**src/rtl/hansen_mem_arbiter.sv**
```systemverilog
// hansen_mem_arbiter: shares one single-port synchronous SRAM between the
// fetch port and the load/store port of hansen_core.
// Optional build macro: HANSEN_ARB_FAIRNESS_EN (fetch anti-starvation counter).
module hansen_mem_arbiter #(
  parameter int unsigned ADDR_W     = 10,
  parameter int unsigned STARVE_MAX = 4
) (
  input  logic              clk,
  input  logic              reset,
  input  logic              i_req,
  input  logic [31:0]       i_addr,
  output logic              i_ack,
  output logic [31:0]       i_rdata,
  input  logic              d_req,
  input  logic [31:0]       d_addr,
  input  logic              d_we,
  input  logic [31:0]       d_wdata,
  output logic              d_ack,
  output logic [31:0]       d_rdata,
  output logic              mem_en,
  output logic              mem_we,
  output logic [ADDR_W-3:0] mem_addr,
  output logic [31:0]       mem_wdata,
  input  logic [31:0]       mem_rdata
);

  typedef enum logic [1:0] {
    GNT_NONE   = 2'd0,
    GNT_IFETCH = 2'd1,
    GNT_DATA   = 2'd2
  } gnt_t;

  gnt_t gnt_q, gnt_d;
  logic i_elig, d_elig;
  logic i_win, d_win;
  logic force_i;

  // A port in its ack cycle is excluded so a still-high req cannot re-issue;
  // reset suppresses all issue so the SRAM side stays quiet while held.
  assign i_elig = !reset && i_req && (gnt_q != GNT_IFETCH);
  assign d_elig = !reset && d_req && (gnt_q != GNT_DATA);

  // Data normally wins; a saturated starvation count hands the contested slot to fetch.
  assign d_win = d_elig && !(force_i && i_elig);
  assign i_win = i_elig && !d_win;

`ifdef HANSEN_ARB_FAIRNESS_EN
  localparam int unsigned CNT_W = $clog2(STARVE_MAX + 1);
  logic [CNT_W-1:0] starve_q;

  assign force_i = (starve_q == CNT_W'(STARVE_MAX));

  // Count cycles where an eligible fetch lost to data; clear on any fetch grant.
  always_ff @(posedge clk) begin
    if (reset) begin
      starve_q <= '0;
    end else if (i_win) begin
      starve_q <= '0;
    end else if (i_elig && d_win && !force_i) begin
      starve_q <= starve_q + 1'b1;
    end
  end
`else
  localparam int unsigned unused_starve_max = STARVE_MAX;
  assign force_i = 1'b0;
`endif

  // Issue stage: the single winner drives the SRAM strobe, address and data.
  always_comb begin
    mem_en    = 1'b0;
    mem_we    = 1'b0;
    mem_addr  = '0;
    mem_wdata = '0;
    gnt_d     = GNT_NONE;
    if (d_win) begin
      mem_en    = 1'b1;
      mem_we    = d_we;
      mem_addr  = d_addr[ADDR_W-1:2];
      mem_wdata = d_wdata;
      gnt_d     = GNT_DATA;
    end else if (i_win) begin
      mem_en    = 1'b1;
      mem_addr  = i_addr[ADDR_W-1:2];
      gnt_d     = GNT_IFETCH;
    end
  end

  // Grant register: remembers which port accessed the SRAM last cycle.
  always_ff @(posedge clk) begin
    if (reset) begin
      gnt_q <= GNT_NONE;
    end else begin
      gnt_q <= gnt_d;
    end
  end

  // Acks are gated by reset so an access interrupted by reset never acknowledges.
  assign i_ack   = !reset && (gnt_q == GNT_IFETCH);
  assign d_ack   = !reset && (gnt_q == GNT_DATA);
  assign i_rdata = mem_rdata;
  assign d_rdata = mem_rdata;

  logic unused_addr_bits;
  assign unused_addr_bits = ^{i_addr[31:ADDR_W], i_addr[1:0],
                              d_addr[31:ADDR_W], d_addr[1:0]};

endmodule
```
**config.mk**
```make
export PLATFORM = sky130hd
export DESIGN_NAME = hansen_mem_arbiter
export DESIGN_NICKNAME = d
export VERILOG_FILES = /design/src/rtl/hansen_mem_arbiter.sv
export SDC_FILE = /design/constraint.sdc
export NUM_CORES = 1
export LEC_CHECK = 0
export ABC_AREA = 1
export BUFFER_PORTS_ARGS = -buffer_cell sky130_fd_sc_hd__buf_2
export CAP_MARGIN = 0
export CORE_AREA = 4 4 91 93
export CTS_BUF_LIST = sky130_fd_sc_hd__clkbuf_2
export CTS_CLUSTER_DIAMETER = 100
export CTS_CLUSTER_SIZE = 8
export DETAILED_ROUTE_END_ITERATION = 8
export DIE_AREA = 0 0 95 97
export PLACE_DENSITY = 0.56
export SKIP_CTS_REPAIR_TIMING = 1
export SYNTH_ARGS = -nofsm -noshare
export SYNTH_HDL_FRONTEND = slang
export SYNTH_SLANG_ARGS = --single-unit
```
**constraint.sdc**
```tcl
create_clock -name clk -period 1 [get_ports clk]
set_clock_uncertainty 0.15 [all_clocks]
set_input_delay 0.05 -clock clk [delete_from_list [all_inputs] [get_ports clk]]
set_output_delay 0.05 -clock clk [all_outputs]
set_load 0.05 [all_outputs]
```
* Yosys cells after proc, flatten, opt, wreduce, memory -nomap -nowiden
Cells that the tools add are included.
** Word-level totals
- Bits in registers :: 2
- Output and inout port bits :: 108
- Logic and storage cells :: 24
** Cells by class
- Equal/unequal tests :: 4
- Mux-type cells :: 8
- Reductions and logical operators :: 10
** Operator list (number)
- $mux W32 :: 1
- $mux W8 :: 2
- $logic_and A1 B1 Y1 :: 7
- $mux W1 :: 4
- $eq A2 B1 Y1 const B :: 1
- $eq A2 B2 Y1 const B :: 1
- $logic_not A1 Y1 :: 2
- $mux W2 :: 1
- $ne A2 B1 Y1 const B :: 1
- $ne A2 B2 Y1 const B :: 1
- $reduce_or A2 Y1 :: 1

* Logic depth before layout (Yosys ltp)
Gate-level depths: netlist (run 1).
- Depth in word-level cells :: 7
- Depth in mapped cells :: 6
- Depth with buffers taken out :: 6

* Worst setup path before layout (run 1)
Ideal clock, no wire load.
- Path kind :: register to output
- From :: register gnt_q[1]
- To :: output port i_ack
- Arrival :: 1395 ps
- Setup slack :: -595 ps
- Cell stages (with the launch flop) :: 2
- Path buffers :: 0
- Cells stage by stage :: dfxtp_1 > nor3_1
** Between the ends
- Word-level cells in the longest chain between the ends :: 2
** RTL lines
- start, declared :: line 33 : gnt_t gnt_q, gnt_d;
- start signal, assigned :: line 93 : gnt_q <= gnt_d;
- $eq A2 B1 Y1 :: line 98 : assign i_ack = !reset && (gnt_q == GNT_IFETCH);
- $logic_and A1 B1 Y1 :: line 98
- end, declared :: line 12 : output logic i_ack,
Every way passes these cells.

* Final worst setup path (run 1)
- From :: input port mem_rdata[18]
- To :: output port d_rdata[18]
** RTL lines
- start, declared :: line 24 : input logic [31:0] mem_rdata
- end, declared :: line 19 : output logic [31:0] d_rdata,
No word-level cell between the ends.

==> flow_summary.html, run 1 <==
<table>
<tr><th>Metric</th><th>Value</th></tr>
<tr><th colspan="2">Worst setup path</th></tr>
<tr><td>Data required time of the worst path</td><td>800 ps</td></tr>
<tr><td>Chain of cells forming the critical path</td><td>dlygate4sd3_1</td></tr>
<tr><td>Startpoint types</td><td>input pin</td></tr>
<tr><td>Crit-path leading delay family</td><td>buffers and inverters</td></tr>
<tr><td>Slowest Stage Delay on Critical Path</td><td>1200 ps</td></tr>
<tr><td>Crit-path max FO</td><td>2</td></tr>
<tr><td>WP buf/inv</td><td>1</td></tr>
<tr><td>Capturing element type of the critical path</td><td>primary output</td></tr>
<tr><td>Critical path class</td><td>in2out</td></tr>
<tr><td>Worst Path Arrival</td><td>1250 ps</td></tr>
<tr><td>Critical-path top delay cell</td><td>sky130_fd_sc_hd__dlygate4sd3_1</td></tr>
<tr><th colspan="2">CTS</th></tr>
<tr><td>Number of levels the H-tree was split into</td><td>1</td></tr>
<tr><td>Number of clock buffers inserted by TritonCTS</td><td>3</td></tr>
<tr><td>Reg clk slew, reported paths</td><td>30 ps</td></tr>
<tr><td>Maximum count of clock buffers along a single path</td><td>2</td></tr>
<tr><td>CTS Root Buffer Type</td><td>sky130_fd_sc_hd__clkbuf_2</td></tr>
<tr><td>Clock tree from TritonCTS</td><td>yes</td></tr>
<tr><td>CTS Sinks</td><td>2</td></tr>
<tr><td>Clock latency on the worst-skew pair</td><td>190 ps</td></tr>
<tr><th colspan="2">Pwr</th></tr>
<tr><td>Pwr/cell area</td><td>797 nW/um^2</td></tr>
<tr><td>Peak supply drop</td><td>0.000247 V</td></tr>
<tr><td>Leak Pwr</td><td>1.15 nW</td></tr>
<tr><td>Final Power</td><td>1.89 mW</td></tr>
<tr><th colspan="2">Synth</th></tr>
<tr><td>Number of warning messages in the yosys log</td><td>0</td></tr>
<tr><td>Count of unique library cells instantiated by Yosys</td><td>12</td></tr>
<tr><td>Synthesized area</td><td>1010 sq um</td></tr>
<tr><td>Seq cells post-synth</td><td>2</td></tr>
<tr><td>Total nets after synthesis</td><td>308</td></tr>
<tr><td>Mapped Avg Cell Area</td><td>5.76 sq um</td></tr>
<tr><td>Share of the synthesized area in the top cell type</td><td>47.7%</td></tr>
<tr><td>Leading post-synthesis cells by cell area</td><td>sky130_fd_sc_hd__buf_4 48%, sky130_fd_sc_hd__inv_1 14%, sky130_fd_sc_hd__nor2_1 13%</td></tr>
<tr><td>Sequential-to-total area share from yosys stat</td><td>3.98%</td></tr>
<tr><td>Top cell type by total area after synthesis</td><td>sky130_fd_sc_hd__buf_4</td></tr>
<tr><td>Synthesized instance count</td><td>175</td></tr>
<tr><th colspan="2">Timing</th></tr>
<tr><td>Setup repair after global routing missed its margin</td><td>true</td></tr>
<tr><td>Worst-margin pin slew</td><td>1000 ps</td></tr>
<tr><td>Final min period</td><td>1450 ps</td></tr>
<tr><td>Worst slew margin</td><td>33.0%</td></tr>
<tr><td>Number of setup violations in the final report</td><td>110</td></tr>
<tr><td>Setup Total Neg Slack</td><td>-45,690 ps</td></tr>
<tr><td>Final Cycle Share</td><td>145%</td></tr>
<tr><td>Upper clock frequency limit</td><td>0.688 GHz</td></tr>
<tr><td>Count of pins over their slew limit</td><td>0</td></tr>
<tr><td>Post-route worst setup slack</td><td>-452 ps</td></tr>
<tr><td>Final hold viol count</td><td>0</td></tr>
<tr><th colspan="2">Cells and area</th></tr>
<tr><td>Diode insertion count for antenna repair</td><td>0</td></tr>
<tr><td>Biggest registers after layout</td><td>gnt_q x2</td></tr>
<tr><td>Max FFs per register</td><td>2</td></tr>
<tr><td>Share of final-layout standard cells stronger than drive strength 1</td><td>69.4%</td></tr>
<tr><td>Final net count</td><td>390</td></tr>
<tr><td>P&amp;R area growth vs syn</td><td>135%</td></tr>
<tr><td>Register with the most flip-flops</td><td>gnt_q</td></tr>
<tr><td>Fill cell count</td><td>808</td></tr>
<tr><td>Finished Core Util</td><td>31.4%</td></tr>
<tr><th colspan="2">Die</th></tr>
<tr><td>Initial cell density of the core</td><td>13.4%</td></tr>
<tr><td>Horizontal die dimension</td><td>95 microns</td></tr>
<tr><td>Vertical extent of the die</td><td>97 microns</td></tr>
<tr><td>Count of standard-cell rows</td><td>32</td></tr>
<tr><td>Top-Level Pins</td><td>241</td></tr>
<tr><td>Die footprint</td><td>9220 sq um</td></tr>
<tr><td>Core region area</td><td>7530 sq um</td></tr>
<tr><th colspan="2">Global route</th></tr>
<tr><td>Largest net degree at the start of global routing</td><td>17</td></tr>
<tr><td>Initial antenna violation count</td><td>0</td></tr>
<tr><td>Vias in the first global route</td><td>1,013</td></tr>
<tr><td>Global-route usage over all layers</td><td>5.75%</td></tr>
<tr><td>Global-route wire length before repair</td><td>4220 microns</td></tr>
<tr><td>Global route overflow</td><td>0</td></tr>
<tr><th colspan="2">Detailed routing</th></tr>
<tr><td>Average detailed-routed wire length per instance</td><td>11.7 microns</td></tr>
<tr><td>Post-DR vias/cell</td><td>3.52</td></tr>
<tr><td>Initial drt markers</td><td>7</td></tr>
<tr><td>Vias post-DR</td><td>1,255</td></tr>
<tr><td>Total Wirelength</td><td>4160 microns</td></tr>
<tr><td>DRC</td><td>0</td></tr>
<tr><td>Antenna-violating nets left</td><td>0</td></tr>
<tr><td>Iteration count of the initial detailed-routing pass</td><td>3</td></tr>
<tr><th colspan="2">Outcome</th></tr>
<tr><td>Result of the run</td><td>finished, violations left</td></tr>
<tr><td>Violated checks</td><td>negative setup slack</td></tr>
<tr><th colspan="2">Job</th></tr>
<tr><td>Number of max-cap violations</td><td>0</td></tr>
<tr><th colspan="2">Placed design</th></tr>
<tr><td>Weighted congestion reported at the end of routability-driven placement</td><td>0.659</td></tr>
<tr><td># port buffers</td><td>96</td></tr>
<tr><td>Half-perimeter wire length after placement</td><td>2680 microns</td></tr>
<tr><th colspan="2">Worst hold path</th></tr>
<tr><td>Hold WC Path Type</td><td>in2reg</td></tr>
</table>
## synthesized netlist by cell type, drive strengths merged
cell type / instances
buf: 68
inv: 38
nor2: 38
nand2: 20
nand3: 8
dfxtp: 2
nor3: 1
## routing by layer
metal / GRT usage [%] / wire (microns) / vias to the layer above
met2: 10.2 / 2420 / 106
met3: 1.17 / 514 / 2
met4: 5.44 / 40 / 0
li1: - / - / 597
met5: 0 / 0 / -
met1: 5.20 / 1180 / 550
## layout make-up
type / count / area [sq um] / area share [%]
Inverter: 38 / 153 / 6.45
Clock buffer: 3 / 15.0 / 0.634
Tap cell: 102 / 128 / 5.39
Timing Repair Buffer: 143 / 1300 / 55.0
Sequential cell: 2 / 45.0 / 1.90
Multi-Input combinational cell: 69 / 724 / 30.6
## cells in the final DEF, fill, tap and decap left out
cell                             n
sky130_fd_sc_hd__buf_2          52
sky130_fd_sc_hd__nor2_4         37
sky130_fd_sc_hd__inv_1          36
sky130_fd_sc_hd__buf_6          33
sky130_fd_sc_hd__dlygate4sd3_1  32
sky130_fd_sc_hd__buf_8          15
sky130_fd_sc_hd__nand2_4        10
sky130_fd_sc_hd__nand2_1         9
sky130_fd_sc_hd__buf_4           8
sky130_fd_sc_hd__nand3_2         7
sky130_fd_sc_hd__nand2_8         3
sky130_fd_sc_hd__clkbuf_2        3
sky130_fd_sc_hd__buf_12          2
sky130_fd_sc_hd__inv_4           1
sky130_fd_sc_hd__inv_8           1
sky130_fd_sc_hd__nand3_4         1
sky130_fd_sc_hd__nor3_2          1
sky130_fd_sc_hd__nor2_1          1
sky130_fd_sc_hd__clkbuf_16       1
sky130_fd_sc_hd__dfxtp_2         1
sky130_fd_sc_hd__dfxtp_4         1
## power by group
| part | switching, mW | internal (mW) | total, mW |
|---|---|---|---|
| Clock | 0.0464 | 0.0799 | 0.126 |
| Combinational | 1.16 | 0.505 | 1.67 |
| Sequential | 0.00782 | 0.0851 | 0.0929 |
| Total | 1.22 | 0.670 | 1.89 |
## worst paths after layout
check	from	endpoint	slack, ps	cells after the start
max	mem_rdata[18]	d_rdata[18]	-450	1
min	reset	gnt_q[1]	250	5
max reg2reg	gnt_q[0]	gnt_q[0]	-200	7
min reg2reg	gnt_q[1]	gnt_q[1]	650	4
## stage by stage
stage                     hold WS (ps)  setup slack [ps]  std cells  instance area [sq um]
after floorplan                   46.1              -180        175                   1410
after global placement           -49.5              -346        317                   1580
final                              251              -452        357                   2370
after detailed placement         -49.5              -361        317                   1580
after CTS                        -49.5              -588        320                   1590
after global routing               261              -518        357                   2370
## logic make-up (layout without fill, tap and decap cells)
group | after synthesis | after routing | share of synthesized area [%]
DFF | 2 | 2 | 3.98
and+or+nand+nor | 67 | 69 | 29.4
buffers and inverters | 106 | 184 | 66.6
No activity file was read; power rests on OpenSTA's default activity.
==> run 2, diff against run 1 <==
--- a/config.mk
+++ b/config.mk
@@ -8,13 +8,13 @@
 export ABC_AREA = 1
 export BUFFER_PORTS_ARGS = -buffer_cell sky130_fd_sc_hd__buf_2
 export CAP_MARGIN = 0
-export CORE_AREA = 4 4 91 93
+export CORE_AREA = 4 4 92 94
 export CTS_BUF_LIST = sky130_fd_sc_hd__clkbuf_2
 export CTS_CLUSTER_DIAMETER = 100
 export CTS_CLUSTER_SIZE = 8
 export DETAILED_ROUTE_END_ITERATION = 8
-export DIE_AREA = 0 0 95 97
-export PLACE_DENSITY = 0.56
+export DIE_AREA = 0 0 96 98
+export PLACE_DENSITY = 0.54
 export SKIP_CTS_REPAIR_TIMING = 1
 export SYNTH_ARGS = -nofsm -noshare
 export SYNTH_HDL_FRONTEND = slang
==> constraint.sdc (replaced) <==
create_clock -name clk -period 1.5 [get_ports clk]
set_clock_uncertainty 0.15 [all_clocks]
set_input_delay 0.075 -clock clk [delete_from_list [all_inputs] [get_ports clk]]
set_output_delay 0.075 -clock clk [all_outputs]
set_load 0.05 [all_outputs]
==> flow_summary.html, run 2 (synthesis gave the netlist of run 1 again) <==
<table>
<tr><th>Metric</th><th>Value</th></tr>
<tr><th colspan="2">Worst setup path</th></tr>
<tr><td>Crit-path leading delay family</td><td>buffers and inverters</td></tr>
<tr><td>Worst Path Arrival</td><td>1280 ps (+30 ps)</td></tr>
<tr><td>Startpoint types</td><td>register</td></tr>
<tr><td>Slowest Stage Delay on Critical Path</td><td>360 ps (-840 ps)</td></tr>
<tr><td>Data required time of the worst path</td><td>1270 ps (+470 ps)</td></tr>
<tr><td>WP buf/inv</td><td>2 (+1)</td></tr>
<tr><td>Crit-path max FO</td><td>9 (+7)</td></tr>
<tr><td>Critical path class</td><td>reg2out</td></tr>
<tr><td>Critical-path top delay cell</td><td>sky130_fd_sc_hd__dfxtp_4</td></tr>
<tr><td>Most prevalent standard cell on the critical path</td><td>sky130_fd_sc_hd__nand2_8</td></tr>
<tr><td>Chain of cells forming the critical path</td><td>nand2_8, nand2_8, clkbuf_16, nor2_1, buf_6</td></tr>
<tr><td>Capturing element type of the critical path</td><td>primary output</td></tr>
<tr><th colspan="2">Cells and area</th></tr>
<tr><td>Final net count</td><td>347 (-11%)</td></tr>
<tr><td>P&amp;R area growth vs syn</td><td>43.5%</td></tr>
<tr><td>Commonest cells after routing, fill and taps aside</td><td>66 x sky130_fd_sc_hd__buf_2, 36 x sky130_fd_sc_hd__inv_1, 24 x sky130_fd_sc_hd__nor2_1</td></tr>
<tr><td>Biggest registers after layout</td><td>gnt_q x2</td></tr>
<tr><td>Diode insertion count for antenna repair</td><td>0 (unchanged)</td></tr>
<tr><td>Leading cell type in the layout, fill and taps excluded</td><td>sky130_fd_sc_hd__buf_2</td></tr>
<tr><td>Register with the most flip-flops</td><td>gnt_q</td></tr>
<tr><td>Finished Core Util</td><td>18.9% (-13 points)</td></tr>
<tr><td>Post-route standard cell area excluding fillers</td><td>1450 sq um (-39%)</td></tr>
<tr><td>Max FFs per register</td><td>2 (unchanged)</td></tr>
<tr><td>Share of final-layout standard cells stronger than drive strength 1</td><td>60.8% (-8.6 points)</td></tr>
<tr><td>Fin cells</td><td>314 (-12%)</td></tr>
<tr><th colspan="2">Pwr</th></tr>
<tr><td>Pwr/cell area</td><td>467 nW/um^2 (-41%)</td></tr>
<tr><td>Final Power</td><td>0.675 mW (-64%)</td></tr>
<tr><td>Leak Pwr</td><td>0.894 nW (-23%)</td></tr>
<tr><td>Peak supply drop</td><td>0.000158 V (-36%)</td></tr>
<tr><th colspan="2">Global route</th></tr>
<tr><td>Initial antenna violation count</td><td>0 (unchanged)</td></tr>
<tr><td>Global-route wire length before repair</td><td>4340 microns (+2.8%)</td></tr>
<tr><td>Largest net degree at the start of global routing</td><td>26 (+9)</td></tr>
<tr><td>Global-route usage over all layers</td><td>5.86% (+0.11 points)</td></tr>
<tr><td>Vias in the first global route</td><td>899 (-11%)</td></tr>
<tr><td>Global route overflow</td><td>0 (unchanged)</td></tr>
<tr><th colspan="2">Detailed routing</th></tr>
<tr><td>Antenna-violating nets left</td><td>0 (unchanged)</td></tr>
<tr><td>Iteration count of the initial detailed-routing pass</td><td>4 (+1)</td></tr>
<tr><td>DRC</td><td>0 (unchanged)</td></tr>
<tr><td>Total Wirelength</td><td>3680 microns (-12%)</td></tr>
<tr><td>Initial drt markers</td><td>7 (unchanged)</td></tr>
<tr><td>Post-DR vias/cell</td><td>3.22 (-8.5%)</td></tr>
<tr><td>Average detailed-routed wire length per instance</td><td>11.7 microns (+0.52%)</td></tr>
<tr><td>Vias post-DR</td><td>1,010 (-20%)</td></tr>
<tr><th colspan="2">CTS</th></tr>
<tr><td>Clock tree from TritonCTS</td><td>yes</td></tr>
<tr><td>Reg clk slew, reported paths</td><td>30 ps (about the same)</td></tr>
<tr><td>CTS Root Buffer Type</td><td>sky130_fd_sc_hd__clkbuf_2</td></tr>
<tr><td>Number of levels the H-tree was split into</td><td>1 (unchanged)</td></tr>
<tr><td>CTS Sinks</td><td>2 (unchanged)</td></tr>
<tr><td>Maximum count of clock buffers along a single path</td><td>2 (unchanged)</td></tr>
<tr><td>Number of clock buffers inserted by TritonCTS</td><td>3 (unchanged)</td></tr>
<tr><td>Clock latency on the worst-skew pair</td><td>190 ps (about the same)</td></tr>
<tr><th colspan="2">Placed design</th></tr>
<tr><td>Placed Instance Area</td><td>1110 sq um (-29%)</td></tr>
<tr><td>Number of cells in the design after placement</td><td>306 (-3.5%)</td></tr>
<tr><td>Placement-stage worst setup slack</td><td>38.0 ps (+399 ps)</td></tr>
<tr><td>Weighted congestion reported at the end of routability-driven placement</td><td>0.586 (-11%)</td></tr>
<tr><td>Half-perimeter wire length after placement</td><td>2540 microns (-5.2%)</td></tr>
<tr><td># port buffers</td><td>96 (unchanged)</td></tr>
<tr><th colspan="2">Timing</th></tr>
<tr><td>Upper clock frequency limit</td><td>0.662 GHz</td></tr>
<tr><td>Final hold viol count</td><td>0 (unchanged)</td></tr>
<tr><td>Final min period</td><td>1510 ps</td></tr>
<tr><td>Worst-margin pin slew</td><td>293 ps (-709 ps)</td></tr>
<tr><td>Count of pins over their slew limit</td><td>0 (unchanged)</td></tr>
<tr><td>Setup repair after global routing missed its margin</td><td>true</td></tr>
<tr><td>Final Cycle Share</td><td>101%</td></tr>
<tr><td>Number of setup violations in the final report</td><td>2 (-98%)</td></tr>
<tr><td>Post-route worst setup slack</td><td>-9.77 ps (+443 ps)</td></tr>
<tr><td>Worst slew margin</td><td>80.4% (+47 points)</td></tr>
<tr><th colspan="2">Outcome</th></tr>
<tr><td>Violated checks</td><td>negative setup slack</td></tr>
<tr><td>Result of the run</td><td>finished, violations left</td></tr>
<tr><th colspan="2">Die</th></tr>
<tr><td>Top-Level Pins</td><td>241 (unchanged)</td></tr>
<tr><td>Die footprint</td><td>9410 sq um (+2.1%)</td></tr>
<tr><td>Initial cell density of the core</td><td>13.2% (-0.21 points)</td></tr>
<tr><td>Horizontal die dimension</td><td>96 microns (+1.1%)</td></tr>
<tr><td>Core region area</td><td>7650 sq um (+1.6%)</td></tr>
<tr><td>Count of standard-cell rows</td><td>32 (unchanged)</td></tr>
<tr><td>Vertical extent of the die</td><td>98 microns (+1.0%)</td></tr>
<tr><th colspan="2">Worst hold path</th></tr>
<tr><td>Hold WC Path Type</td><td>in2out</td></tr>
<tr><th colspan="2">Job</th></tr>
<tr><td>Number of max-cap violations</td><td>0 (unchanged)</td></tr>
</table>
## run 2: changes by cell type in the layout (fill, tap and decap cells not counted), moves of 5 or more
| cell | delta |
|---|---|
| sky130_fd_sc_hd__nor2_1 | +23 |
| sky130_fd_sc_hd__nand2_4 | -8 |
| sky130_fd_sc_hd__nand3_2 | -5 |
| sky130_fd_sc_hd__dlygate4sd3_1 | -32 |
| sky130_fd_sc_hd__buf_2 | +14 |
| sky130_fd_sc_hd__nand3_1 | +6 |
| sky130_fd_sc_hd__nor2_4 | -31 |
| sky130_fd_sc_hd__nand2_1 | +8 |
| sky130_fd_sc_hd__buf_6 | -11 |
| sky130_fd_sc_hd__buf_8 | -14 |
| sky130_fd_sc_hd__nor2_2 | +9 |
## run 2: per-layer routing
metal / part of all wire (%) / GRT usage, %
met1: 39 / 7.05
met2: 50 / 9.13
met4: 1.3 / 2.74
met5: 0 / 0
met3: 10 / 2.16
## run 2: path summary, 6_finish.rpt
path | slack (ps) | cells after the start | start | to
setup reg to reg | 460 | 5 | gnt_q[0] | gnt_q[0]
hold / removal | 0.02 | 0 | mem_rdata[1] | d_rdata[1]
hold reg to reg | 570 | 4 | gnt_q[0] | gnt_q[1]
setup / recovery | -10 | 5 | gnt_q[1] | mem_wdata[8]
## run 2: report_power, final
| group | internal (mW) | switching [mW] | total [mW] | leakage, nW |
|---|---|---|---|---|
| clock | 0.0531 | 0.0308 | 0.0839 | 0.0125 |
| combinational | 0.183 | 0.346 | 0.529 | 0.864 |
| sequential | 0.0567 | 0.00539 | 0.0621 | 0.0175 |
| total | 0.293 | 0.382 | 0.675 | 0.894 |
## run 2: cell type report
type / instances / area (sq um)
multi-input cells: 70 / 407
fillers: 887 / 6200
well taps: 102 / 128
repair buffers: 99 / 698
inverters: 38 / 153
clock buffers: 3 / 15.0
flip-flops and latches: 2 / 45.0
## run 2: worst reg2reg max path: cells and delay by family, from the launching register on
family | cells | cell delay [ps]
flops | 1 | 310
simple gates | 3 | 340
buf+inv | 2 | 170
## run 2: stage by stage
stage	TNS [ps]	hold WS (ps)
2_1_floorplan	-1780	102
5_1_grt	-1010	0.104
4_1_cts	-4500	0.497
3_3_place_gp	0	0.497
3_5_place_dp	0	0.497
6_report	-10.9	0.0242
==> run 3, diff against run 2 <==
--- a/config.mk
+++ b/config.mk
@@ -15,7 +15,9 @@
 export DETAILED_ROUTE_END_ITERATION = 8
 export DIE_AREA = 0 0 96 98
 export PLACE_DENSITY = 0.54
+export SETUP_SLACK_MARGIN = 0.5
 export SKIP_CTS_REPAIR_TIMING = 1
+export SLEW_MARGIN = 20
 export SYNTH_ARGS = -nofsm -noshare
 export SYNTH_HDL_FRONTEND = slang
 export SYNTH_SLANG_ARGS = --single-unit
==> flow_summary.html, run 3 (synthesis gave the netlist of run 1 again) <==
<table>
<tr><th>Metric</th><th>Value</th></tr>
<tr><th colspan="2">Timing</th></tr>
<tr><td>Final min period</td><td>1510 ps (-1.98 ps)</td></tr>
<tr><td>Upper clock frequency limit</td><td>0.663 GHz (+0.13%)</td></tr>
<tr><td>Final Cycle Share</td><td>101% (-0.13 points)</td></tr>
<tr><td>Setup Total Neg Slack</td><td>-7.79 ps (+3.14 ps)</td></tr>
<tr><td>Setup repair after global routing missed its margin</td><td>true</td></tr>
<tr><td>Worst slew margin</td><td>88.4% (+8.0 points)</td></tr>
<tr><td>Count of pins over their slew limit</td><td>0 (unchanged)</td></tr>
<tr><td>WHS</td><td>0.0282 ps (+0.00400 ps)</td></tr>
<tr><td>Worst-margin pin slew</td><td>174 ps (-119 ps)</td></tr>
<tr><td>Number of setup violations in the final report</td><td>1 (-1)</td></tr>
<tr><td>Post-route worst setup slack</td><td>-7.79 ps (+1.98 ps)</td></tr>
<tr><td>Final hold viol count</td><td>0 (unchanged)</td></tr>
<tr><th colspan="2">Global route</th></tr>
<tr><td>Global-route usage over all layers</td><td>5.60% (-0.27 points)</td></tr>
<tr><td>Vias in the first global route</td><td>945 (+5.1%)</td></tr>
<tr><td>Initial antenna violation count</td><td>0 (unchanged)</td></tr>
<tr><td>Global-route wire length before repair</td><td>4110 microns (-5.4%)</td></tr>
<tr><td>Global route overflow</td><td>0 (unchanged)</td></tr>
<tr><td>Largest net degree at the start of global routing</td><td>15 (-42%)</td></tr>
<tr><th colspan="2">Worst setup path</th></tr>
<tr><td>Crit-path max FO</td><td>5 (-4)</td></tr>
<tr><td>Critical-path top delay cell</td><td>sky130_fd_sc_hd__dfxtp_2</td></tr>
<tr><td>Slowest Stage Delay on Critical Path</td><td>330 ps (-30 ps)</td></tr>
<tr><td>Capturing element type of the critical path</td><td>primary output</td></tr>
<tr><td>Data required time of the worst path</td><td>1270 ps (about the same)</td></tr>
<tr><td>Worst Path Arrival</td><td>1280 ps (about the same)</td></tr>
<tr><td>Critical path class</td><td>reg2out</td></tr>
<tr><td>Startpoint types</td><td>register</td></tr>
<tr><td>Chain of cells forming the critical path</td><td>inv_4, nand2_4, nand2_8, buf_12, clkbuf_16, nor2_4, buf_8</td></tr>
<tr><th colspan="2">Cells and area</th></tr>
<tr><td>P&amp;R area growth vs syn</td><td>113%</td></tr>
<tr><td>Leading cell type in the layout, fill and taps excluded</td><td>sky130_fd_sc_hd__buf_2</td></tr>
<tr><td>Post-route standard cell area excluding fillers</td><td>2150 sq um (+49%)</td></tr>
<tr><td>Fill cell count</td><td>802 (-9.6%)</td></tr>
<tr><td>Fin cells</td><td>323 (+2.9%)</td></tr>
<tr><td>Max FFs per register</td><td>2 (unchanged)</td></tr>
<tr><td>Biggest registers after layout</td><td>gnt_q x2</td></tr>
<tr><td>Commonest cells after routing, fill and taps aside</td><td>52 x sky130_fd_sc_hd__buf_2, 36 x sky130_fd_sc_hd__nor2_4, 35 x sky130_fd_sc_hd__inv_1</td></tr>
<tr><td>Final net count</td><td>356 (+2.6%)</td></tr>
<tr><td>Finished Core Util</td><td>28.1% (+9.2 points)</td></tr>
<tr><td>Diode insertion count for antenna repair</td><td>0 (unchanged)</td></tr>
<tr><td>Register with the most flip-flops</td><td>gnt_q</td></tr>
<tr><td>Share of final-layout standard cells stronger than drive strength 1</td><td>83.3% (+22 points)</td></tr>
<tr><th colspan="2">Placed design</th></tr>
<tr><td>Placement-stage worst setup slack</td><td>25.4 ps (-12.6 ps)</td></tr>
<tr><td>Number of cells in the design after placement</td><td>310 (+1.3%)</td></tr>
<tr><td># port buffers</td><td>96 (unchanged)</td></tr>
<tr><td>Half-perimeter wire length after placement</td><td>2560 microns (+0.74%)</td></tr>
<tr><td>Weighted congestion reported at the end of routability-driven placement</td><td>0.593 (+1.1%)</td></tr>
<tr><td>Placed Instance Area</td><td>1510 sq um (+35%)</td></tr>
<tr><th colspan="2">CTS</th></tr>
<tr><td>Clock tree from TritonCTS</td><td>yes</td></tr>
<tr><td>Clock latency on the worst-skew pair</td><td>190 ps (about the same)</td></tr>
<tr><td>Reg clk slew, reported paths</td><td>30 ps (about the same)</td></tr>
<tr><td>CTS Root Buffer Type</td><td>sky130_fd_sc_hd__clkbuf_2</td></tr>
<tr><td>Number of clock buffers inserted by TritonCTS</td><td>3 (unchanged)</td></tr>
<tr><td>Maximum count of clock buffers along a single path</td><td>2 (unchanged)</td></tr>
<tr><td>Number of levels the H-tree was split into</td><td>1 (unchanged)</td></tr>
<tr><td>CTS Sinks</td><td>2 (unchanged)</td></tr>
<tr><th colspan="2">Die</th></tr>
<tr><td>Vertical extent of the die</td><td>98 microns (unchanged)</td></tr>
<tr><td>Horizontal die dimension</td><td>96 microns (unchanged)</td></tr>
<tr><td>Top-Level Pins</td><td>241 (unchanged)</td></tr>
<tr><td>Count of standard-cell rows</td><td>32 (unchanged)</td></tr>
<tr><td>Core region area</td><td>7650 sq um (unchanged)</td></tr>
<tr><td>Die footprint</td><td>9410 sq um (unchanged)</td></tr>
<tr><td>Initial cell density of the core</td><td>13.2% (unchanged)</td></tr>
<tr><th colspan="2">Detailed routing</th></tr>
<tr><td>Antenna-violating nets left</td><td>0 (unchanged)</td></tr>
<tr><td>Total Wirelength</td><td>3720 microns (+1.3%)</td></tr>
<tr><td>Average detailed-routed wire length per instance</td><td>11.5 microns (-1.6%)</td></tr>
<tr><td>Iteration count of the initial detailed-routing pass</td><td>2 (-2)</td></tr>
<tr><td>Vias post-DR</td><td>1,081 (+7.0%)</td></tr>
<tr><td>DRC</td><td>0 (unchanged)</td></tr>
<tr><td>Initial drt markers</td><td>6 (-1)</td></tr>
<tr><td>Post-DR vias/cell</td><td>3.35 (+4.0%)</td></tr>
<tr><th colspan="2">Pwr</th></tr>
<tr><td>Pwr/cell area</td><td>412 nW/um^2 (-12%)</td></tr>
<tr><td>Peak supply drop</td><td>0.000108 V (-32%)</td></tr>
<tr><td>Leak Pwr</td><td>1.07 nW (+19%)</td></tr>
<tr><td>Final Power</td><td>0.885 mW (+31%)</td></tr>
<tr><th colspan="2">Worst hold path</th></tr>
<tr><td>Hold WC Path Type</td><td>in2out</td></tr>
<tr><th colspan="2">Job</th></tr>
<tr><td>Number of max-cap violations</td><td>0 (unchanged)</td></tr>
<tr><th colspan="2">Outcome</th></tr>
<tr><td>Violated checks</td><td>negative setup slack</td></tr>
<tr><td>Result of the run</td><td>finished, violations left</td></tr>
</table>
## run 3: critical path: cells and delay by family (launching register included)
kind	cells	cell delay [ps]
buffers and inverters	4	500
DFF	1	330
and+or+nand+nor	3	260
## run 3: metal layers
| metal | track usage [%] | up-vias | share of wire [%] |
|---|---|---|---|
| li1 | - | 527 | - |
| met1 | 5.05 | 461 | 29 |
| met2 | 9.40 | 71 | 53 |
| met3 | 1.77 | 22 | 13 |
| met4 | 5.58 | 0 | 4.9 |
| met5 | 0 | - | 0 |
## run 3: where the power goes
group,total (mW),internal (mW),switching [mW]
Combinational,0.740,0.311,0.429
Sequential,0.0604,0.0567,0.00372
Clock,0.0850,0.0533,0.0317
Total,0.885,0.421,0.464
## run 3: final cells by class
class | count | area (sq um) | area share, %
inverter | 38 | 161 | 7.52
clock buffer | 3 | 15.0 | 0.699
timing repair buffer | 111 | 1090 | 51.0
tap | 102 | 128 | 5.94
sequential | 2 | 45.0 | 2.10
multi-input combinational | 67 | 703 | 32.8
## run 3: worst paths after layout
| kind | startpoint | endpoint | slack, ps | depth (start not counted) |
|---|---|---|---|---|
| min reg2reg | gnt_q[1] | gnt_q[1] | 620 | 4 |
| max | gnt_q[0] | mem_wdata[21] | -8 | 7 |
| max reg2reg | gnt_q[0] | gnt_q[0] | 430 | 6 |
| min | mem_rdata[29] | d_rdata[29] | 0.03 | 0 |
